**src/rtl/vote_session_arbiter.sv**
```systemverilog
// Session controller and shared-tally arbiter for the weighted voting datapath.
// Four ballot stations compete round-robin for one grant per cycle. Each grant
// is classified as counted, duplicate or invalid against a dedup bitmap
// (32 normal, 8 VIP, 1 VVIP). Counted votes add their class weight to
// candidate A or B with saturation. An open/close FSM brackets the session and
// registers the winner on entry to DONE.
module vote_session_arbiter #(
  parameter int unsigned W_NP   = 1,
  parameter int unsigned W_VIP  = 4,
  parameter int unsigned W_VVIP = 16
) (
  input  logic        clk,
  input  logic        reset,
  input  logic        start,
  input  logic        stop,
  input  logic [3:0]  req,
  input  logic [7:0]  cls,
  input  logic [19:0] idx,
  input  logic [3:0]  cand,
  output logic [3:0]  ack,
  output logic [1:0]  ack_status,
  output logic [7:0]  tally_a,
  output logic [7:0]  tally_b,
  output logic [1:0]  winner,
  output logic        done,
  output logic [1:0]  state
);

  typedef enum logic [1:0] {
    S_IDLE    = 2'b00,
    S_OPEN    = 2'b01,
    S_CLOSING = 2'b10,
    S_DONE    = 2'b11
  } state_t;

  localparam logic [1:0] ST_COUNTED   = 2'b00;
  localparam logic [1:0] ST_DUPLICATE = 2'b01;
  localparam logic [1:0] ST_INVALID   = 2'b10;

  // Weights wider than the tally clamp to full scale; the adders saturate anyway.
  localparam logic [7:0] W_NP8   = (W_NP   > 255) ? 8'hFF : 8'(W_NP);
  localparam logic [7:0] W_VIP8  = (W_VIP  > 255) ? 8'hFF : 8'(W_VIP);
  localparam logic [7:0] W_VVIP8 = (W_VVIP > 255) ? 8'hFF : 8'(W_VVIP);

  state_t      state_q;
  logic [3:0]  ack_q;
  logic [1:0]  ack_status_q;
  logic [7:0]  tally_a_q, tally_b_q;
  logic [1:0]  winner_q;
  logic        done_q;
  logic [1:0]  ptr_q;
  logic [31:0] bm_np_q;
  logic [7:0]  bm_vip_q;
  logic        bm_vvip_q;

  // Per-station classification, evaluated for all stations in parallel so the
  // grant mux only has to pick one result.
  logic [3:0] st_invalid;
  logic [3:0] st_dup;
  logic [7:0] st_weight [4];
  logic [1:0] st_cls    [4];
  logic [4:0] st_idx    [4];

  for (genvar gi = 0; gi < 4; gi++) begin : g_station
    assign st_cls[gi] = cls[2*gi+1:2*gi];
    assign st_idx[gi] = idx[5*gi+4:5*gi];
    assign st_invalid[gi] = (st_cls[gi] == 2'b11)
                          | ((st_cls[gi] == 2'b01) & (st_idx[gi] > 5'd7))
                          | ((st_cls[gi] == 2'b10) & (st_idx[gi] != 5'd0));
    assign st_dup[gi] = (st_cls[gi] == 2'b00) ? bm_np_q[st_idx[gi]] :
                        (st_cls[gi] == 2'b01) ? bm_vip_q[st_idx[gi][2:0]] :
                                                bm_vvip_q;
    assign st_weight[gi] = (st_cls[gi] == 2'b01) ? W_VIP8 :
                           (st_cls[gi] == 2'b10) ? W_VVIP8 : W_NP8;
  end

  // A station whose ack is showing this cycle is masked so a still-high req
  // cannot be granted twice for the same vote.
  logic [3:0] elig;
  assign elig = req & ~ack_q;

  logic       grant_valid;
  logic [1:0] grant_idx;
  logic [1:0] rr_s;

  // Round-robin pick: first eligible station starting from ptr_q.
  always_comb begin
    grant_valid = 1'b0;
    grant_idx   = 2'd0;
    rr_s        = 2'd0;
    if (state_q == S_OPEN && !stop) begin
      for (int k = 0; k < 4; k++) begin
        rr_s = ptr_q + 2'(k);
        if (!grant_valid && elig[rr_s]) begin
          grant_valid = 1'b1;
          grant_idx   = rr_s;
        end
      end
    end
  end

  logic [1:0] g_cls;
  logic [4:0] g_idx;
  logic       g_cand;
  logic       g_invalid, g_dup;
  logic [7:0] g_weight;
  logic [8:0] sum_a, sum_b;
  logic [7:0] tally_a_d, tally_b_d;

  assign g_cls     = st_cls[grant_idx];
  assign g_idx     = st_idx[grant_idx];
  assign g_cand    = cand[grant_idx];
  assign g_invalid = st_invalid[grant_idx];
  assign g_dup     = st_dup[grant_idx];
  assign g_weight  = st_weight[grant_idx];

  // Saturating candidate adders; the carry-out of the 9-bit sum pins at 255.
  always_comb begin
    sum_a     = {1'b0, tally_a_q} + {1'b0, g_weight};
    sum_b     = {1'b0, tally_b_q} + {1'b0, g_weight};
    tally_a_d = sum_a[8] ? 8'hFF : sum_a[7:0];
    tally_b_d = sum_b[8] ? 8'hFF : sum_b[7:0];
  end

  // Session FSM with registered grant, tally, bitmap and winner updates.
  always_ff @(posedge clk or posedge reset) begin
    if (reset) begin
      state_q      <= S_IDLE;
      ack_q        <= 4'd0;
      ack_status_q <= 2'b00;
      tally_a_q    <= 8'd0;
      tally_b_q    <= 8'd0;
      winner_q     <= 2'b00;
      done_q       <= 1'b0;
      ptr_q        <= 2'd0;
      bm_np_q      <= 32'd0;
      bm_vip_q     <= 8'd0;
      bm_vvip_q    <= 1'b0;
    end else begin
      ack_q        <= 4'd0;
      ack_status_q <= 2'b00;
      case (state_q)
        S_IDLE, S_DONE: begin
          // A new session starts from clean tallies and bitmaps; ptr carries over.
          if (start) begin
            state_q   <= S_OPEN;
            done_q    <= 1'b0;
            winner_q  <= 2'b00;
            tally_a_q <= 8'd0;
            tally_b_q <= 8'd0;
            bm_np_q   <= 32'd0;
            bm_vip_q  <= 8'd0;
            bm_vvip_q <= 1'b0;
          end
        end
        S_OPEN: begin
          if (stop) begin
            state_q <= S_CLOSING;
          end else if (grant_valid) begin
            ack_q[grant_idx] <= 1'b1;
            ptr_q            <= grant_idx + 2'd1;
            if (g_invalid) begin
              ack_status_q <= ST_INVALID;
            end else if (g_dup) begin
              ack_status_q <= ST_DUPLICATE;
            end else begin
              ack_status_q <= ST_COUNTED;
              case (g_cls)
                2'b00:   bm_np_q[g_idx]       <= 1'b1;
                2'b01:   bm_vip_q[g_idx[2:0]] <= 1'b1;
                default: bm_vvip_q            <= 1'b1;
              endcase
              if (g_cand) tally_b_q <= tally_b_d;
              else        tally_a_q <= tally_a_d;
            end
          end
        end
        default: begin
          // CLOSING: one idle cycle, then latch the result.
          state_q  <= S_DONE;
          done_q   <= 1'b1;
          winner_q <= (tally_a_q > tally_b_q) ? 2'b01 :
                      (tally_b_q > tally_a_q) ? 2'b10 : 2'b11;
        end
      endcase
    end
  end

  assign ack        = ack_q;
  assign ack_status = ack_status_q;
  assign tally_a    = tally_a_q;
  assign tally_b    = tally_b_q;
  assign winner     = winner_q;
  assign done       = done_q;
  assign state      = state_q;

endmodule

```
**config.mk**
```make
export PLATFORM = sky130hd
export DESIGN_NAME = vote_session_arbiter
export DESIGN_NICKNAME = d
export VERILOG_FILES = /design/src/rtl/vote_session_arbiter.sv
export SDC_FILE = /design/constraint.sdc
export NUM_CORES = 1
export LEC_CHECK = 0
export CORE_MARGIN = 2
export CORE_UTILIZATION = 51
export DETAILED_ROUTE_END_ITERATION = 7
export GPL_TIMING_DRIVEN = 0
export PLACE_DENSITY = 0.74
export SLEW_MARGIN = 20
export SYNTH_ARGS = -nofsm -noshare
export SYNTH_HDL_FRONTEND = slang
export SYNTH_SLANG_ARGS = --single-unit
```
**constraint.sdc**
```tcl
create_clock -name clk -period 8.65 [get_ports clk]
set_input_delay 1.73 -clock clk [delete_from_list [all_inputs] [get_ports clk]]
set_output_delay 1.73 -clock clk [all_outputs]
set_load 0.01 [all_outputs]
```
==> results of run 1 <==
## power groups by stage
stage               clock, W  sequential [W]  combinational (W)
floorplan                  0        0.000401           0.000372
CTS                 0.000363        0.000394           0.000579
global placement           0        0.000397           0.000559
finish              0.000359        0.000394           0.000589
detailed placement         0        0.000400           0.000576
global route        0.000374        0.000400           0.000647
## metal layers
layer	vias to the layer above	wire length, um
met5	-	0
met4	0	692
met2	310	8330
met3	58	1610
met1	2570	6580
li1	2412	-
## worst paths after layout
check / startpoint / end / slack, ns / cells past startpoint
min: winner[0]$_DFFE_PP0P_ / winner[0]$_DFFE_PP0P_ / 0.52 / 2
min in group asynchronous: reset / bm_np_q[13]$_DFFE_PP0P_ / 1.73 / 2
max: req[2] / tally_a[3]$_DFFE_PP0P_ / 2.57 / 19
max reg2reg: state[1]$_DFFE_PP0P_ / tally_a[3]$_DFFE_PP0P_ / 3.78 / 20
max in group asynchronous: reset / bm_vip_q[4]$_DFFE_PP0P_ / 6.37 / 3
min reg2reg: winner[0]$_DFFE_PP0P_ / winner[0]$_DFFE_PP0P_ / 0.52 / 2
## flip-flops by register name, indices dropped and copies added (netlist names)
signal / count
tally_b: 8
tally_a: 8
bm_np_q: 32
ack_status: 2
done: 1
ack: 4
ptr_q: 2
bm_vvip_q: 1
state: 2
bm_vip_q: 8
winner: 2
## worst register-to-register path: stages (launching register included)
cell	delay (ns)
dfrtp_1	0.41
inv_1	0.09
ha_1	0.29
nand2b_1	0.16
a31o_1	0.22
nor3_2	0.38
inv_2	0.16
buf_2	0.22
buf_2	0.23
mux2_2	0.29
o21ai_0	0.57
ha_1	0.30
ha_1	0.18
a21oi_1	0.09
nor2_1	0.21
nor2_1	0.08
nor2_1	0.26
nand2_1	0.18
nand2_1	0.09
nand3_1	0.08
a221oi_1	0.28
## cell usage after synthesis (all sizes together) (7+ instances only)
cell type / instances
a21oi: 25
ha: 43
nor3: 7
mux2i: 13
o21ai: 34
nor2: 40
a31oi: 16
inv: 30
o31ai: 25
nand3: 12
clkbuf: 13
and3: 11
mux4: 43
nor2b: 8
and2: 10
nand2b: 10
dfrtp: 70
buf: 18
nand2: 93
## cells by family (layout without fill, tap and decap cells)
logic type | Yosys count | after routing | synth area share, %
compound gates | 161 | 161 | 19.6
xor+xnor | 2 | 2 | 0.300
fa+ha+maj | 43 | 43 | 9.22
buf+inv | 61 | 138 | 4.54
flops | 70 | 70 | 30.0
mux | 58 | 58 | 19.3
simple gates | 210 | 210 | 17.0
## per-stage QoR
stage	setup slack [ns]	util [%]
final	2.57	61.5
after detailed placement	2.33	58.9
after global placement	2.44	58.7
after floorplan	3.76	-
after CTS	2.68	61.5
after global routing	2.34	61.5
## layout by cell type, fill, tap and decap left out, drive strengths merged, types with 5 or more instances in the layout
| cell type | count |
|---|---|
| nand2 | 93 |
| dfrtp | 70 |
| clkdlybuf4s50 | 60 |
| ha | 43 |
| mux4 | 43 |
| nor2 | 40 |
| o21ai | 34 |
| inv | 30 |
| clkbuf | 27 |
| o31ai | 25 |
| a21oi | 25 |
| buf | 19 |
| a31oi | 16 |
| mux2i | 13 |
| nand3 | 12 |
| and3 | 11 |
| nand2b | 10 |
| and2 | 10 |
| nor2b | 8 |
| nor3 | 7 |
| a211oi | 6 |
| o211ai | 6 |
| o2bb2ai | 5 |
## cell type report
cell class / instances / area (sq um)
fill: 898 / 4340
multi-input combinational: 474 / 3820
sequential: 70 / 1750
timing repair buffer: 61 / 621
clock buffer: 14 / 274
tap: 143 / 179
buffer: 31 / 153
inverter: 30 / 115
clock inverter: 2 / 15.0
==> results_dict.tcl, run 1 <==
set metrics [dict create \
    fp.dieH_um 111 \
    max-vdd-ir-drop_v 0.000148 \
    syn_area_sq_um 5840 \
    grt_pass1_vias 5371 \
    busiest_layer "met2" \
    drt-initial-drc-count 456 \
    path_cells "clkdlybuf4s50_1 -> or3b_2 -> a21oi_1 -> nor3_2 -> inv_2 -> buf_2 -> buf_2 -> mux2_2 -> o21ai_0 -> ha_1 -> ha_1 -> a21oi_1 -> nor2_1 -> nor2_1 -> nor2_1 -> nand2_1 -> nand2_1 -> nand3_1 -> a221oi_1" \
    globalRouteMet3Util_pct 7.71 \
    use_met2_pct 48.5 \
    min_period_ns 6.08 \
    grtUsageMet1_pct 34.2 \
    gp_congestion 0.943 \
    fin_tns_setup_ns 0 \
    hp-class "reg2reg" \
    vias 5350 \
    syn_inst 605 \
    syn2layout_area_growth_pct 18.7 \
    status "finished clean" \
    insertion_delay_ns 0.35 \
    dieArea_sq_um 12300 \
    drc 0 \
    drv_cap 0 \
    cpMaxStageDelayCell "o21ai_0" \
    grtUsageTotal_pct 28.7 \
    yosys_warnings 0 \
    rsz0062_at_grt "false" \
    p_comb_share_pct 43.9 \
    post_drt_wl_per_cell_um 20.9 \
    drtAntennaViolNets 0 \
    end_kind "register" \
    worstPathMaxFanout 11 \
    ys.flop_type "dfrtp_1" \
    cts_root_buf "clkbuf_16" \
    routed_via_density 6.48 \
    synth_top_area_share_pct 30.0 \
    yosys.cell_types.count 69 \
    crit_path_start_kind "input pin" \
    clock_path_buffers 2 \
    die_x_um 111 \
    power_leakage_nw 2.95 \
    final_design_area_no_fill_sq_um 6930 \
    crit_arrival_ns 6.31 \
    power_switching_w 0.000543 \
    p_seq_share_pct 29.4 \
    pin_count 67 \
    antenna_cells 0 \
    synth-edff-count 0 \
    powerDensity_nw_per_um2 194 \
    clock_skew_ns 0.00880 \
    cts-buffers-inserted 9 \
    finalSetupViolations 0 \
    swShare_pct 40.5 \
    synthTopCellsByArea "dfrtp_1 30%, mux4_2 16%, ha_1 9.2%" \
    synth_top_area_cell "dfrtp_1" \
    htree_num_levels 3 \
    antenna_found_initial 0 \
    grt_max_degree 43 \
    post-cts-setup-buffer-count 0 \
    dr.pass1.iters 6 \
    max-slew-margin-rel_pct 40.1 \
    drive_above_1_share_pct 14.7 \
    cts_tree "built" \
    synth.avg_cell_area_sq_um 9.65 \
    clk_pin_slew_worst_paths_ns 0.06 \
    syn-num-nets 688 \
    p_clk_share_pct 26.7 \
    crit_family "simple AND/OR/NAND/NOR gates" \
    cts_hold_buffers 0 \
    crit_top_cell "nor2_1" \
    cpPeakStageDelay_ns 0.57 \
    hpwl_um 12900 \
    synth_seq_cells 70 \
    p_int_w 0.000799 \
    rows 39 \
    grt_pass1_wl_um 27700 \
    tightestPinTransition_ns 0.892 \
    finalPower_w 0.00134 \
    ys_seq_area_share_pct 30.0 \
    period_share_pct 70.3 \
    finalHoldViolations 0 \
    required_ns 8.89 \
    drt_wl_total_um 17200 \
    dpl_cell_area_sq_um 6640 \
    cts.sinks 70 \
    slew_violations 0 \
    crit_buf_inv 4 \
    holdWs_ns 0.517 \
    clock.fmax_mhz 165 \
    fin_nets 760 \
    synth-async-reset-ratio_pct 100 \
    fin_cells 825 \
    port_buffers 60 \
    core_sq_um 11300 \
    placed_cells 809 \
    initial_core_util_pct 51.8 \
    grt.overflow.total 0 \
    path_class "in2reg" \
    post_cts_resized 0 \
]
No activity file was read; power rests on OpenSTA's default activity.
==> run 2, diff against run 1 <==
--- a/config.mk
+++ b/config.mk
@@ -9,7 +9,7 @@
 export CORE_UTILIZATION = 51
 export DETAILED_ROUTE_END_ITERATION = 7
 export GPL_TIMING_DRIVEN = 0
-export PLACE_DENSITY = 0.74
+export PLACE_DENSITY = 0.76
 export SLEW_MARGIN = 20
 export SYNTH_ARGS = -nofsm -noshare
 export SYNTH_HDL_FRONTEND = slang
==> constraint.sdc (replaced) <==
create_clock -name clk -period 5.45 [get_ports clk]
set_input_delay 1.09 -clock clk [delete_from_list [all_inputs] [get_ports clk]]
set_output_delay 1.09 -clock clk [all_outputs]
set_load 0.01 [all_outputs]
==> run 2 against run 1 <==
  * Die area unchanged
  * Critical path type unchanged
  * Clock power grew 52%
  * Register-to-register slack worse by 2.8 ns
  * Final cell count is 0.12% lower
  * Sequential share of layout area is 0.064 points higher
  * Core utilization down 0.16 points
  * Critical endpoint unchanged
  * Largest cell class unchanged
==> results_dict.tcl, run 2 (synthesis results as in run 1) <==
set metrics [dict create \
    path_cells "clkdlybuf4s50_1 -> nor2b_1 -> and4b_1 -> o211ai_1 -> nand2_1 -> inv_2 -> clkbuf_1 -> nand2_1 -> and3_1 -> a31oi_1 -> ha_1 -> nand2_1 -> nor2_1 -> nor2_1 -> nor2_1 -> nand2_1 -> nand2_1 -> nand3_1 -> a221oi_1" \
    routed_via_density 6.48 \
    final_design_area_no_fill_sq_um 6910 \
    dieArea_sq_um 12300 \
    clock.fmax_mhz 196 \
    top_register "bm_np_q" \
    final_cell_mix "93 x nand2_1, 70 x dfrtp_1, 60 x clkdlybuf4s50_1, 43 x ha_1, 42 x mux4_2" \
    powerDensity_nw_per_um2 305 \
    period_share_pct 93.6 \
    drt-initial-drc-count 584 \
    cpPeakStageDelay_ns 0.50 \
    max-vdd-ir-drop_v 0.000241 \
    clock_skew_ns 0.00668 \
    crit_family "simple AND/OR/NAND/NOR gates" \
    n_fill_cell 987 \
    regToRegStartpoint "state[1]$_DFFE_PP0P_" \
    largest_register_ffs 32 \
    crit-reg2reg-capture "tally_a[3]$_DFFE_PP0P_" \
    final_common_cell "nand2_1" \
    hp-class "reg2reg" \
    p_comb_share_pct 44.4 \
    grtUsageTotal_pct 29.7 \
    initial_core_util_pct 51.8 \
    grtUsageMet1_pct 36.8 \
    min_period_ns 5.10 \
    fin_nets 760 \
    hold_start "done$_DFFE_PP0P_" \
    cts-buffers-inserted 9 \
    ff2ff_path_depth 20 \
    power_switching_w 0.000863 \
    worstPathMaxFanout 11 \
    power_leakage_nw 2.95 \
    antenna_found_initial 0 \
    placed_cells 809 \
    hpwl_um 13000 \
    tightestPinTransition_ns 0.877 \
    end_kind "register" \
    clock_path_buffers 2 \
    vias 5342 \
    required_ns 5.70 \
    rows 39 \
    status "finished clean" \
    crit_path_start_kind "input pin" \
    fp.dieH_um 111 \
    use_met2_pct 50.5 \
    grt_pass1_vias 5471 \
    max-slew-margin-rel_pct 41.1 \
    finalHoldViolations 0 \
    finalSetupViolations 0 \
    utilization_pct 61.3 \
    pin_count 67 \
    cpMaxStageDelayCell "clkbuf_1" \
    hold_path_depth 2 \
    min_to "done$_DFFE_PP0P_" \
    cts_hold_buffers 0 \
    insertion_delay_ns 0.35 \
    grt.overflow.total 0 \
    ff2ff_setup_slack_ns 0.98 \
    core_sq_um 11300 \
    drive_above_1_share_pct 14.7 \
    dpl_cell_area_sq_um 6640 \
    globalRouteMet3Util_pct 6.89 \
    cts.sinks 70 \
    seqCellArea_sq_um 1750 \
    p_clk_share_pct 25.8 \
    htree_num_levels 3 \
    drtAntennaViolNets 0 \
    drv_cap 0 \
    slew_violations 0 \
    dr.pass1.iters 5 \
    die_x_um 111 \
    grt_max_degree 43 \
    port_buffers 60 \
    swShare_pct 41.0 \
    crit_buf_inv 3 \
    p_seq_share_pct 29.8 \
    cts_tree "built" \
    cts_root_buf "clkbuf_16" \
    crit_arrival_ns 5.35 \
    clk_pin_slew_worst_paths_ns 0.06 \
    drt_wl_total_um 17400 \
    post_drt_wl_per_cell_um 21.1 \
    worst-path-stages 19 \
    gp_congestion 0.933 \
    antenna_cells 0 \
    p_int_w 0.00124 \
    place_ws_ns -0.210 \
    path_class "in2reg" \
    drc 0 \
    multi_input_area_sq_um 3820 \
    setup_ws_ns 0.350 \
    fin_cells 824 \
    syn2layout_area_growth_pct 18.4 \
    grt_pass1_wl_um 28800 \
    crit_top_cell "nand2_1" \
    busiest_layer "met2" \
]
run 2: cell types whose count changed in the layout (fill, tap and decap cells not counted), sizes merged:
cell / previous run / this run
clkbuf: 27 / 25
clkinv: 0 / 2
clkinvlp: 2 / 1
run 2: what timing repair did:
item | 4_1_cts | 5_1_grt
setup buffers | 0 | 0
gates resized for setup | 0 | 3
endpoints found under the setup margin | 0 | 7
run 2: worst register-to-register path, stage by stage (launching register included):
cell,delay (ns)
dfrtp_1,0.41
inv_1,0.10
ha_1,0.30
nand2b_1,0.16
a31o_1,0.22
nor3_2,0.37
inv_2,0.15
buf_2,0.22
buf_2,0.23
mux2_2,0.31
o21ai_2,0.26
ha_1,0.23
ha_1,0.19
a21oi_1,0.09
nor2_1,0.20
nor2_1,0.09
nor2_1,0.25
nand2_1,0.18
nand2_1,0.09
nand3_1,0.07
a221oi_1,0.25
run 2: how the worst max path moves through the flow:
stage,start,endpoint,slack [ns]
after floorplan,req[2],tally_a[3]$_DFFE_PP0P_,1.20
after global placement,req[2],tally_a[3]$_DFFE_PP0P_,-0.09
after detailed placement,req[2],tally_a[3]$_DFFE_PP0P_,-0.21
after CTS,req[2],tally_a[3]$_DFFE_PP0P_,0.15
after global routing,req[0],tally_a[3]$_DFFE_PP0P_,-0.01
final,req[0],tally_a[3]$_DFFE_PP0P_,0.35
run 2: power groups by stage:
stage / Combinational [W] / Clock [W] / Sequential [W]
after global routing: 0.00103 / 0.000569 / 0.000634
after CTS: 0.000917 / 0.000552 / 0.000626
after global placement: 0.000883 / 0 / 0.000631
after detailed placement: 0.000912 / 0 / 0.000635
final: 0.000934 / 0.000544 / 0.000626
after floorplan: 0.000590 / 0 / 0.000637
run 2: layer usage:
metal	up-vias	wire, um	part of all wire [%]
li1	2417	-	-
met1	2588	6840	39
met2	280	8540	49
met3	57	1270	7.3
met4	0	738	4.2
met5	-	0	0
run 2: per-stage QoR:
| stage | hold WS, ns | total power [W] | TNS, ns |
|---|---|---|---|
| after floorplan | 0.492 | 0.00123 | 0 |
| final | 0.527 | 0.00210 | 0 |
| after CTS | 0.544 | 0.00210 | 0 |
| after global routing | 0.563 | 0.00224 | -0.0105 |
| after global placement | 0.499 | 0.00151 | -0.0919 |
| after detailed placement | 0.529 | 0.00155 | -0.315 |
run 2: final cells by class:
cell class	count	share of cell area, %
flip-flops and latches	70	25.3
inverters	30	1.67
plain buffers	31	2.21
multi-input cells	474	55.3
clock buffers	12	3.57
clock inverters	3	0.308
well taps	143	2.59
repair buffers	61	8.98
